**src/rtl/tpu_instr_buffer.sv**
```systemverilog
// Instruction RAM plus fetch streamer: stores words from the UART DMA and replays them over valid/ready.
// Optional build macro TPU_IBUF_WRITE_PROTECT_EN drops writes during a run and pulses wr_err instead.
module tpu_instr_buffer #(
    parameter int         DEPTH   = 32,
    parameter int         AW      = 5,
    parameter int         DW      = 32,
    parameter logic [7:0] HALT_OP = 8'hFF
) (
    input  logic          clk,
    input  logic          rst,
    input  logic          wr_en,
    input  logic [AW-1:0] wr_addr,
    input  logic [DW-1:0] wr_data,
    input  logic          start,
    output logic          instr_valid,
    output logic [DW-1:0] instr_data,
    output logic [AW-1:0] instr_addr,
    input  logic          instr_ready,
    output logic          busy,
    output logic          done,
    output logic          overrun,
    output logic          wr_err
);

    typedef enum logic [1:0] {
        ST_IDLE   = 2'd0,
        ST_PRIME  = 2'd1,
        ST_STREAM = 2'd2
    } state_t;

    state_t        state_q, state_d;
    logic [DW-1:0] mem [DEPTH];
    logic [AW-1:0] pc_q, pc_d;
    logic [AW-1:0] rd_addr_s;
    logic          rd_en_s, wr_commit_s, accept_s, is_halt_s, at_end_s;
    logic [DW-1:0] rd_data_q, rd_data_d;
    logic          valid_q, valid_d, busy_q, busy_d;
    logic          done_q, done_d, overrun_q, overrun_d, wr_err_q, wr_err_d;

    assign accept_s  = valid_q & instr_ready;
    assign is_halt_s = (rd_data_q[DW-1 -: 8] == HALT_OP);
    assign at_end_s  = (pc_q == AW'(DEPTH - 1));

    // Write gating: protected builds refuse writes while a run is in progress.
    always_comb begin
`ifdef TPU_IBUF_WRITE_PROTECT_EN
        wr_commit_s = wr_en & ~busy_q;
        wr_err_d    = wr_en & busy_q;
`else
        wr_commit_s = wr_en;
        wr_err_d    = 1'b0;
`endif
    end

    // Fetch sequencer next-state; the RAM is only read when a new word is needed so stalls hold data.
    always_comb begin
        state_d   = state_q;
        pc_d      = pc_q;
        rd_en_s   = 1'b0;
        rd_addr_s = pc_q;
        valid_d   = valid_q;
        busy_d    = busy_q;
        done_d    = 1'b0;
        overrun_d = 1'b0;
        unique case (state_q)
            ST_IDLE: begin
                valid_d = 1'b0;
                if (start) begin
                    state_d   = ST_PRIME;
                    pc_d      = {AW{1'b0}};
                    rd_en_s   = 1'b1;
                    rd_addr_s = {AW{1'b0}};
                    busy_d    = 1'b1;
                end else begin
                    busy_d = 1'b0;
                end
            end
            ST_PRIME: begin
                state_d = ST_STREAM;
                valid_d = 1'b1;
                busy_d  = 1'b1;
            end
            ST_STREAM: begin
                if (accept_s) begin
                    if (is_halt_s || at_end_s) begin
                        state_d   = ST_IDLE;
                        valid_d   = 1'b0;
                        busy_d    = 1'b0;
                        done_d    = 1'b1;
                        overrun_d = ~is_halt_s;
                    end else begin
                        pc_d      = pc_q + AW'(1);
                        rd_en_s   = 1'b1;
                        rd_addr_s = pc_q + AW'(1);
                    end
                end else begin
                    pc_d = pc_q;
                end
            end
            default: begin
                state_d = ST_IDLE;
                valid_d = 1'b0;
                busy_d  = 1'b0;
            end
        endcase
        if (rd_en_s) begin
            rd_data_d = mem[rd_addr_s];
        end else begin
            rd_data_d = rd_data_q;
        end
    end

    // RAM array: never reset; the read above sees the pre-write word (read-first).
    always_ff @(posedge clk) begin
        if (wr_commit_s) begin
            mem[wr_addr] <= wr_data;
        end
    end

    // Control and output registers.
    always_ff @(posedge clk) begin
        if (rst) begin
            state_q   <= ST_IDLE;
            pc_q      <= {AW{1'b0}};
            rd_data_q <= {DW{1'b0}};
            valid_q   <= 1'b0;
            busy_q    <= 1'b0;
            done_q    <= 1'b0;
            overrun_q <= 1'b0;
            wr_err_q  <= 1'b0;
        end else begin
            state_q   <= state_d;
            pc_q      <= pc_d;
            rd_data_q <= rd_data_d;
            valid_q   <= valid_d;
            busy_q    <= busy_d;
            done_q    <= done_d;
            overrun_q <= overrun_d;
            wr_err_q  <= wr_err_d;
        end
    end

    assign instr_valid = valid_q;
    assign instr_data  = rd_data_q;
    assign instr_addr  = pc_q;
    assign busy        = busy_q;
    assign done        = done_q;
    assign overrun     = overrun_q;
    assign wr_err      = wr_err_q;

endmodule

```
**config.mk**
```make
export PLATFORM = sky130hd
export DESIGN_NAME = tpu_instr_buffer
export DESIGN_NICKNAME = d
export VERILOG_FILES = /design/src/rtl/tpu_instr_buffer.sv
export SDC_FILE = /design/constraint.sdc
export NUM_CORES = 1
export LEC_CHECK = 0
export CORE_ASPECT_RATIO = 1.2
export CORE_MARGIN = 5
export CORE_UTILIZATION = 34
export DETAILED_ROUTE_END_ITERATION = 8
export DONT_BUFFER_PORTS = 1
export GPL_ROUTABILITY_DRIVEN = 0
export SYNTH_ARGS = -nofsm -noshare
export SYNTH_HDL_FRONTEND = slang
export SYNTH_SLANG_ARGS = --single-unit
```
**constraint.sdc**
```tcl
create_clock -name clk -period 3.3 [get_ports clk]
set_input_delay 0.33 -clock clk [delete_from_list [all_inputs] [get_ports clk]]
set_output_delay 0.33 -clock clk [all_outputs]
set_load 0.1 [all_outputs]
```
Yosys cells after proc, flatten, opt, wreduce, memory -nomap -nowiden
Memory sizes are Yosys's and may differ from the RTL's. A register that Yosys moved wholly into a read port is not among the register bits.
Index checks and enable logic that the tools add are counted.

storage, ports and cells
  bits in latches = 0
  output and inout bits = 42
  RAM bits = 1024
  memories = 1
  ROM bits = 0
  bits in registers = 11

cells by class
  bitwise operators = 5
  magnitude comparators = 0
  reductions and logical operators = 6
  $mul = 0
  equal/unequal tests = 7
  divide/modulo/power cells = 0
  add/sub/neg operators = 1
  muxes and demuxes = 19
  shift-type cells = 0

memory list
  memory  words  bits a word  rd ports  clocked after memory_dff  wr ports  RTL line  source
  mem     32     32           1         1                         1         32        logic [DW-1:0] mem [DEPTH];

operators by type and width
  cell                                                              count
  5-bit 2-to-1 mux                                                  3
  5-bit case mux with 2 select lines                                1
  8-bit == test (second input constant)                             1
  1-bit 2-to-1 mux                                                  8
  2-bit 2-to-1 mux                                                  3
  2-bit inequality test (second input constant)                     3
  2-bit case mux with 3 select lines                                1
  5-bit by 1-bit adder with 5-bit output (second input constant)    1
  5-bit == test (second input constant)                             1
  1-bit inverter                                                    4
  1-bit case mux with 2 select lines                                2
  4-bit OR reduction                                                1
  1-bit case mux with 3 select lines                                1
  3-bit AND reduction                                               1
  3-bit OR reduction                                                1
  2-bit by 1-bit == test with 1-bit output (second input constant)  1
  2-bit == test (second input constant)                             1
  2-bit zero test                                                   1
  2-bit AND reduction                                               1
  1-bit AND                                                         1
  1-bit logical OR                                                  1

Longest topological paths before layout
Gate-level depths: netlist (run 1).

  depth in word-level cells = 5
  gate-level depth with buffers = 15
  mapped depth without buffers = 11

Worst setup path before layout (run 1)
Ideal clock, no wire load.

  path kind = reg-to-reg
  start = reg pc_q[0], in the netlist instr_addr[0]
  end = reg rd_data_q[10], in the netlist instr_data[10] (read register of mem)
  library setup time = 148 ps
  cell stages (with the launch flop) = 15
  required time = 3152 ps
  data arrival time = 3597 ps
  path buffers = 3
  period minus slack after synthesis = 3746 ps
  setup slack = -446 ps
  path through = dfxtp_1 > ha_1 > clkbuf_1 > and3_1 > ha_1 > inv_1 > o211a_4 > buf_6 > and3_1 > o31a_2 > nand2_1 > clkbuf_1 > o22ai_1 > a31oi_1 > a2111oi_2

between the ends
  cells in the longest elaborated chain, start to end = 5
  elaborated cells on any way between the ends = 10

ends and longest elaborated chain
  item                                                                            RTL line  source
  from (decl)                                                                     33        logic [AW-1:0] pc_q, pc_d;
  from (signal assigned)                                                          124       pc_q <= {AW{1'b0}};
  from (signal assigned)                                                          133       pc_q <= pc_d;
  branches (longest 5 deep; another with 5-bit by 1-bit adder with 5-bit output)  n/a
  to (decl)                                                                       36        logic [DW-1:0] rd_data_q, rd_data_d;

Parallel ways; which one is timed is not known.
A chain may end at the register's enable or synchronous reset.

Worst setup path in the final report (run 1)
  start = reg pc_q[0], in the netlist instr_addr[0]
  end = reg rd_data_q[18], in the netlist instr_data[18] (read register of mem)

Same word-level chain as after synthesis.

==> results of run 1 <==
stage by stage:
step,hold slack [ns],std cells,utilization [%]
final,0.04776,4804,41.40
after global routing,0.02526,4801,41.39
after CTS,0.001892,4781,41.18
after detailed placement,0.4303,4540,37.74
after global placement,0.4310,4540,37.74
after floorplan,0.4098,2822,-
registers in the layout (all words and copies together) (netlist names):
register / flops
instr_addr: 5
done: 1
busy: 1
state_q: 2
mem: 1024
overrun: 1
instr_valid: 1
instr_data: 32
critical path: stages, from the launching register on:
cell	delay, ns
dfxtp_4	0.34
ha_1	0.20
and3_1	0.19
ha_2	0.18
inv_2	0.09
o211a_2	0.30
buf_4	0.18
o21ai_4	0.08
buf_4	0.20
clkbuf_16	0.21
and3_1	0.17
a311oi_1	0.38
a221oi_2	0.12
buf_4	0.18
a2111oi_2	0.30
power breakdown:
part / switching, mW / internal, mW / leakage [nW] / total (mW)
Sequential: 0.103 / 15.0 / 9.58 / 15.1
Clock: 4.98 / 6.93 / 1.67 / 11.9
Combinational: 0.818 / 0.264 / 5.89 / 1.08
Total: 5.90 / 22.2 / 17.1 / 28.1
cell usage in the layout, fill, tap and decap left out, types with 4 or more instances in the layout:
cell              n
a2111oi_2        30
a211oi_1          4
a21oi_1           6
a221oi_1         17
a222oi_1         19
a311oi_1         17
a31oi_1         109
a32o_1           12
a32oi_1          45
and3_1           23
buf_12           83
buf_4           213
bufinv_16        14
clkbuf_1         20
clkbuf_16       104
clkbuf_8          9
clkinv_1         12
clkinv_2         20
dfxtp_1          40
diode_2           7
dlygate4sd3_1    34
edfxtp_1       1024
mux2i_1         165
nand2_1         679
nand3_1         195
nand3b_1          6
nand4_1          38
nor2_1           63
nor2_4           33
nor2b_1           5
nor4_1            4
o21ai_0          11
o21ai_4           4
o22ai_1          30
area by class of cell:
class,instances,share of cell area [%]
Sequential cell,1067,62.92
Multi-Input combinational cell,1573,18.74
Timing Repair Buffer,338,7.492
Clock buffer,130,5.425
Tap cell,1633,4.066
Clock inverter,54,1.305
Antenna cell,7,0.03486
Inverter,2,0.01494
path summary, 6_finish.rpt:
kind	end	cells past startpoint	start	slack, ns
worst max-delay path	instr_data[18]	14	instr_addr[0]	0.09
worst min-delay path	instr_data[19]	2	rst	0.05
worst max register to register	instr_data[18]	14	instr_addr[0]	0.09
worst min register to register	busy	2	busy	0.53
cells by family after synthesis:
group	synth area share, %
simple gates	10.96
compound gates	6.549
flops	76.11
mux	4.052
buf+inv	2.259
other cells	0.009029
fa+ha+maj	0.06024
timing repair:
item / in CTS / in global routing
cloned: 0 / 4
setup endpoints to repair: 4 / 21
buffers inserted: 6 / 12
hold buffers: 51 / 0
endpoints found under the hold margin: 1067 / 0
resized for setup: 4 / 10
pin swaps: 4 / 7
per-layer routing:
metal  vias up  part of all wire (%)
met4         2                   4.1
met1     13170                    39
met2      1116                    49
met5         -                0.0095
li1      11322                     -
met3       244                   8.1
==> out/metrics.cfg, run 1 <==
[yosys]
yosysTopAreaCellShare_pct=74.04
synthTopCellsByCount=edfxtp_1, nand2_1, nand3_1
synth_cell_types=62
synth-async-reset-ratio_pct=0
synth_seq_cells=1067
synth.area.top_cells=edfxtp_1, nand2_1, mux2i_1
avgSynthCellArea_sq_um=14.72
synth_edf_count=1024
mappedNetlistArea_sq_mm=0.04153
syn_nets=2866
synth_top_area_cell=edfxtp_1
yosysMostFrequentCell=edfxtp_1
yosysWarnings=0
yosysSeqAreaShare_pct=76.11
syn_inst=2822
synthFlopType=edfxtp_1

[flow_run]
cap_violations=0

[cts]
cts-htree-levels=3
insertion_delay_ns=0.70
cts_buffer_depth=3
cts-root-buf=clkbuf_16
cts_sinks=1067
cts_buffers=100
cts_tree=done
clk_pin_slew_ns=0.06

[routing]
drt_pass1_iterations=6
drtIter0Drc=2714
drc=0
wirelength_mm=126.0
viasPerCell=5.382
vias=25854
ant_nets=0
wl_per_cell_microns=26.23

[final_layout]
layout.nets=3126
nFillCells=10866
layout-drive-gt1-share_pct=17.79
area_growth_pct=20.99
seqCellArea_sq_mm=0.03162
multi_input_area_sq_mm=0.009418
design_area_sq_mm=0.05025

[floorplanning]
initial_core_util_pct=34.21
rows=140
die_h_microns=392.9
core_sq_mm=0.1214
design.die.area_sq_mm=0.1293
die_w_microns=329.1
ios=84

[worst_setup_path]
cp-end-kind=register
critPathLaunchType=register
cp.required_ns=3.89
cp_data_arrival_time_ns=3.81
crit_fanout=21
crit_type=reg -> reg

[sta]
period_needed_ns=3.213
finalHoldViolCount=0
fin_skew_ns=0.02581
fmax_ghz=0.3112
tns_ns=0
finalSetupViolCount=0
tightestPinTransition_ns=1.192
maxSlewViolCount=0
fin_crit_sh_pct=97.36
worst_slack_ns=0.08697
max-slew-margin-rel_pct=20.29

[grt]
met2_usage_pct=32.40
overflow=0
use_met3_pct=3.606
grt.total_usage_pct=18.97
busiest_layer=met2
grt_max_degree=50
met1_usage_pct=24.06
grt_pass1_vias=25411
grt_first_pass_wirelength_mm=179.4
antenna_found_initial=8

[run_status]
status=finished clean

[place]
io_buffers=0
place_area_sq_mm=0.04581
dp_slack_ns=-0.1100
hpwl_mm=76.99

[power]
peakVddDrop_uv=405.1
powerDensity_mw_per_mm2=559.5
p_leak_nw=17.13
total_power_mw=28.12

[hold_path]
hp-class=in -> reg

No activity file was read; power rests on OpenSTA's default activity.
==> inputs of run 2 (changes only) <==
- PLACE_DENSITY_LB_ADDON: default -> 0.3
- clock period: 3.3 -> 2.8 ns (I/O delays scaled with it)
==> run 2 against run 1 <==
Against the previous run: global-route usage increased by 0.95 points; critical path type unchanged; the flow now finishes with violations (hold timing, setup timing); flip-flop and latch count unchanged; largest cell class unchanged; first-iteration DRC count increased by 7.9%.
==> out/metrics.cfg, run 2 (synthesis gave the netlist of run 1 again) <==
[run_status]
status=finished with violations  ; was finished clean
violations=hold timing, setup timing

[routing]
ant_nets=0  ; unchanged
drt_pass1_iterations=7  ; was 6
drc=0  ; unchanged
viasPerCell=5.309  ; was 5.382
routed-wl-met3_mm=10.42  ; was 10.27 mm
wl_per_cell_microns=27.24  ; was 26.23 microns
top_layer_used=met5  ; unchanged
vias=25986  ; was 25854
wl_met1_mm=51.09  ; was 48.66 mm
drtIter0Drc=2928  ; was 2714
wl_met2_mm=66.53  ; was 61.94 mm
wirelength_mm=133.4  ; was 126.0 mm

[final_layout]
area_growth_pct=25.12  ; was 20.99%
largest-register=mem  ; unchanged
layout-drive-gt1-share_pct=22.52  ; was 17.79%
largest_reg_flops=1024  ; unchanged
layout.nets=3215  ; was 3126
final_cell_mix=edfxtp_1, nand2_1, buf_4, nand3_1, mux2i_1  ; unchanged
layout_commonest_cell=edfxtp_1  ; unchanged
design_area_sq_mm=0.05197  ; was 0.05025 sq mm

[power]
p_int_mw=25.87  ; was 22.22 mW
combPwrFrac_pct=4.0  ; was 3.8%
switching_share_pct=21.33  ; was 20.98%
powerDensity_mw_per_mm2=632.7  ; was 559.5 mW/mm^2
p_clk_share_pct=41.9  ; was 42.4%
power_switching_mw=7.012  ; was 5.900 mW
peakVddDrop_uv=573.0  ; was 405.1 uV
seq_power_share_pct=54.1  ; was 53.8%
total_power_mw=32.88  ; was 28.12 mW
p_leak_nw=17.84  ; was 17.13 nW

[hold_path]
hp-class=in -> reg  ; unchanged
min_from=rst  ; unchanged
holdPathStages=1  ; was 2
hold_path_end=instr_data[14]  ; was instr_data[19]

[worst_setup_path]
crit_fanout=9  ; was 21
cp.required_ns=3.39  ; was 3.89 ns
r2r_end=instr_data[16]  ; was instr_data[18]
r2r-start=instr_addr[1]  ; was instr_addr[0]
crit_type=reg -> reg  ; unchanged
cp-end-kind=register  ; unchanged
r2r_slack_ns=-0.16  ; was 0.09 ns
critPathLaunchType=register  ; unchanged
cp_data_arrival_time_ns=3.54  ; was 3.81 ns
ff2ff_path_depth=12  ; was 14

[sta]
rsz0062_at_grt=yes
period_needed_ns=2.956  ; was 3.213 ns
tns_ns=-1.952  ; was 0 ns
fmax_ghz=0.3383  ; was 0.3112 GHz
worst_slack_ns=-0.1561  ; was 0.08697 ns
max-slew-margin-rel_pct=18.83  ; was 20.29%
maxSlewViolCount=0  ; unchanged
tightestPinTransition_ns=1.214  ; was 1.192 ns
fin_crit_sh_pct=105.6  ; was 97.36%
fin_skew_ns=0.02671  ; was 0.02581 ns
finalSetupViolCount=30  ; was 0
finalHoldViolCount=32  ; was 0
hold_slack_ns=-0.2924  ; was 0.04776 ns

[grt]
grt_max_degree=43  ; was 50
overflow=0  ; unchanged
grt_pass1_vias=25312  ; was 25411
grt_first_pass_wirelength_mm=184.5  ; was 179.4 mm
grt.total_usage_pct=19.93  ; was 18.97%
antenna_found_initial=12  ; was 8

[floorplanning]
die_w_microns=329.1  ; unchanged
rows=140  ; unchanged
initial_core_util_pct=34.21  ; unchanged
die_h_microns=392.9  ; unchanged
core_sq_mm=0.1214  ; unchanged
design.die.area_sq_mm=0.1293  ; unchanged
ios=84  ; unchanged

[cts]
cts_buffers=98  ; was 100
insertion_delay_ns=0.70  ; about the same
hold_buffers=49  ; was 51
cts_tree=done  ; unchanged
cts_sinks=1067  ; unchanged
cts-htree-levels=3  ; unchanged
cts-root-buf=clkbuf_16  ; unchanged
clk_pin_slew_ns=0.07  ; was 0.06 ns
cts_buffer_depth=3  ; unchanged

[place]
io_buffers=0  ; unchanged
hpwl_mm=76.15  ; was 76.99 mm
place_area_sq_mm=0.04638  ; was 0.04581 sq mm

[flow_run]
cap_violations=0  ; unchanged

run 2: worst max-delay path, stage by stage, from the launching register on:
cell	delay, ns
dfxtp_4	0.36
ha_4	0.16
and3_4	0.18
ha_4	0.17
inv_6	0.08
o211a_4	0.23
o21a_4	0.25
buf_12	0.18
buf_4	0.15
mux2i_1	0.08
a222oi_1	0.49
a22oi_1	0.20
a2111oi_2	0.31
run 2: worst max-delay path by stage:
stage,startpoint,to,slack [ns],depth (start not counted)
global route,instr_addr[0],instr_data[13],-0.25,13
finish,instr_addr[1],instr_data[16],-0.16,12
floorplan,instr_addr[0],instr_data[16],-0.07,14
detailed placement,instr_addr[1],instr_data[13],-0.40,12
global placement,instr_addr[1],instr_data[13],-0.38,12
CTS,instr_addr[1],instr_data[13],-0.10,14
run 2: layer usage:
| layer | vias up | GRT usage (%) |
|---|---|---|
| li1 | 11498 | - |
| met1 | 13238 | 24.74 |
| met2 | 1022 | 34.35 |
| met3 | 220 | 4.225 |
| met4 | 8 | 7.506 |
| met5 | - | 0 |
run 2: power groups by stage:
stage               registers (mW)  clock network, mW  logic (mW)
finish                        17.8               13.8        1.31
CTS                           17.8               14.0        1.29
global route                  17.8               14.6        1.37
global placement              18.1                  0       0.966
floorplan                     18.4                  0       0.310
detailed placement            18.1                  0       0.968
run 2: final cells by class:
cell class	count	area [sq um]
Multi-Input combinational cell	1573	10050
Clock inverter	58	641.9
Sequential cell	1067	31640
Antenna cell	7	17.52
Clock buffer	126	2660
Fill cell	10790	69430
Inverter	2	12.51
Tap cell	1633	2043
Timing Repair Buffer	429	4910
run 2: repair_timing:
item / in CTS / in global routing
hold endpoints to repair: 1067 / 32
buffers inserted: 29 / 18
pin swaps: 37 / 21
setup endpoints to repair: 32 / 32
cloned: 10 / 7
resized for setup: 73 / 83
run 2: metrics by stage:
step | std cells | utilization (%) | worst slack, ns
after floorplan | 2822 | - | -0.06541
after global placement | 4599 | 38.21 | -0.3768
after detailed placement | 4599 | 38.21 | -0.3983
after CTS | 4865 | 42.13 | -0.1040
after global routing | 4891 | 42.80 | -0.2466
final | 4895 | 42.81 | -0.1561
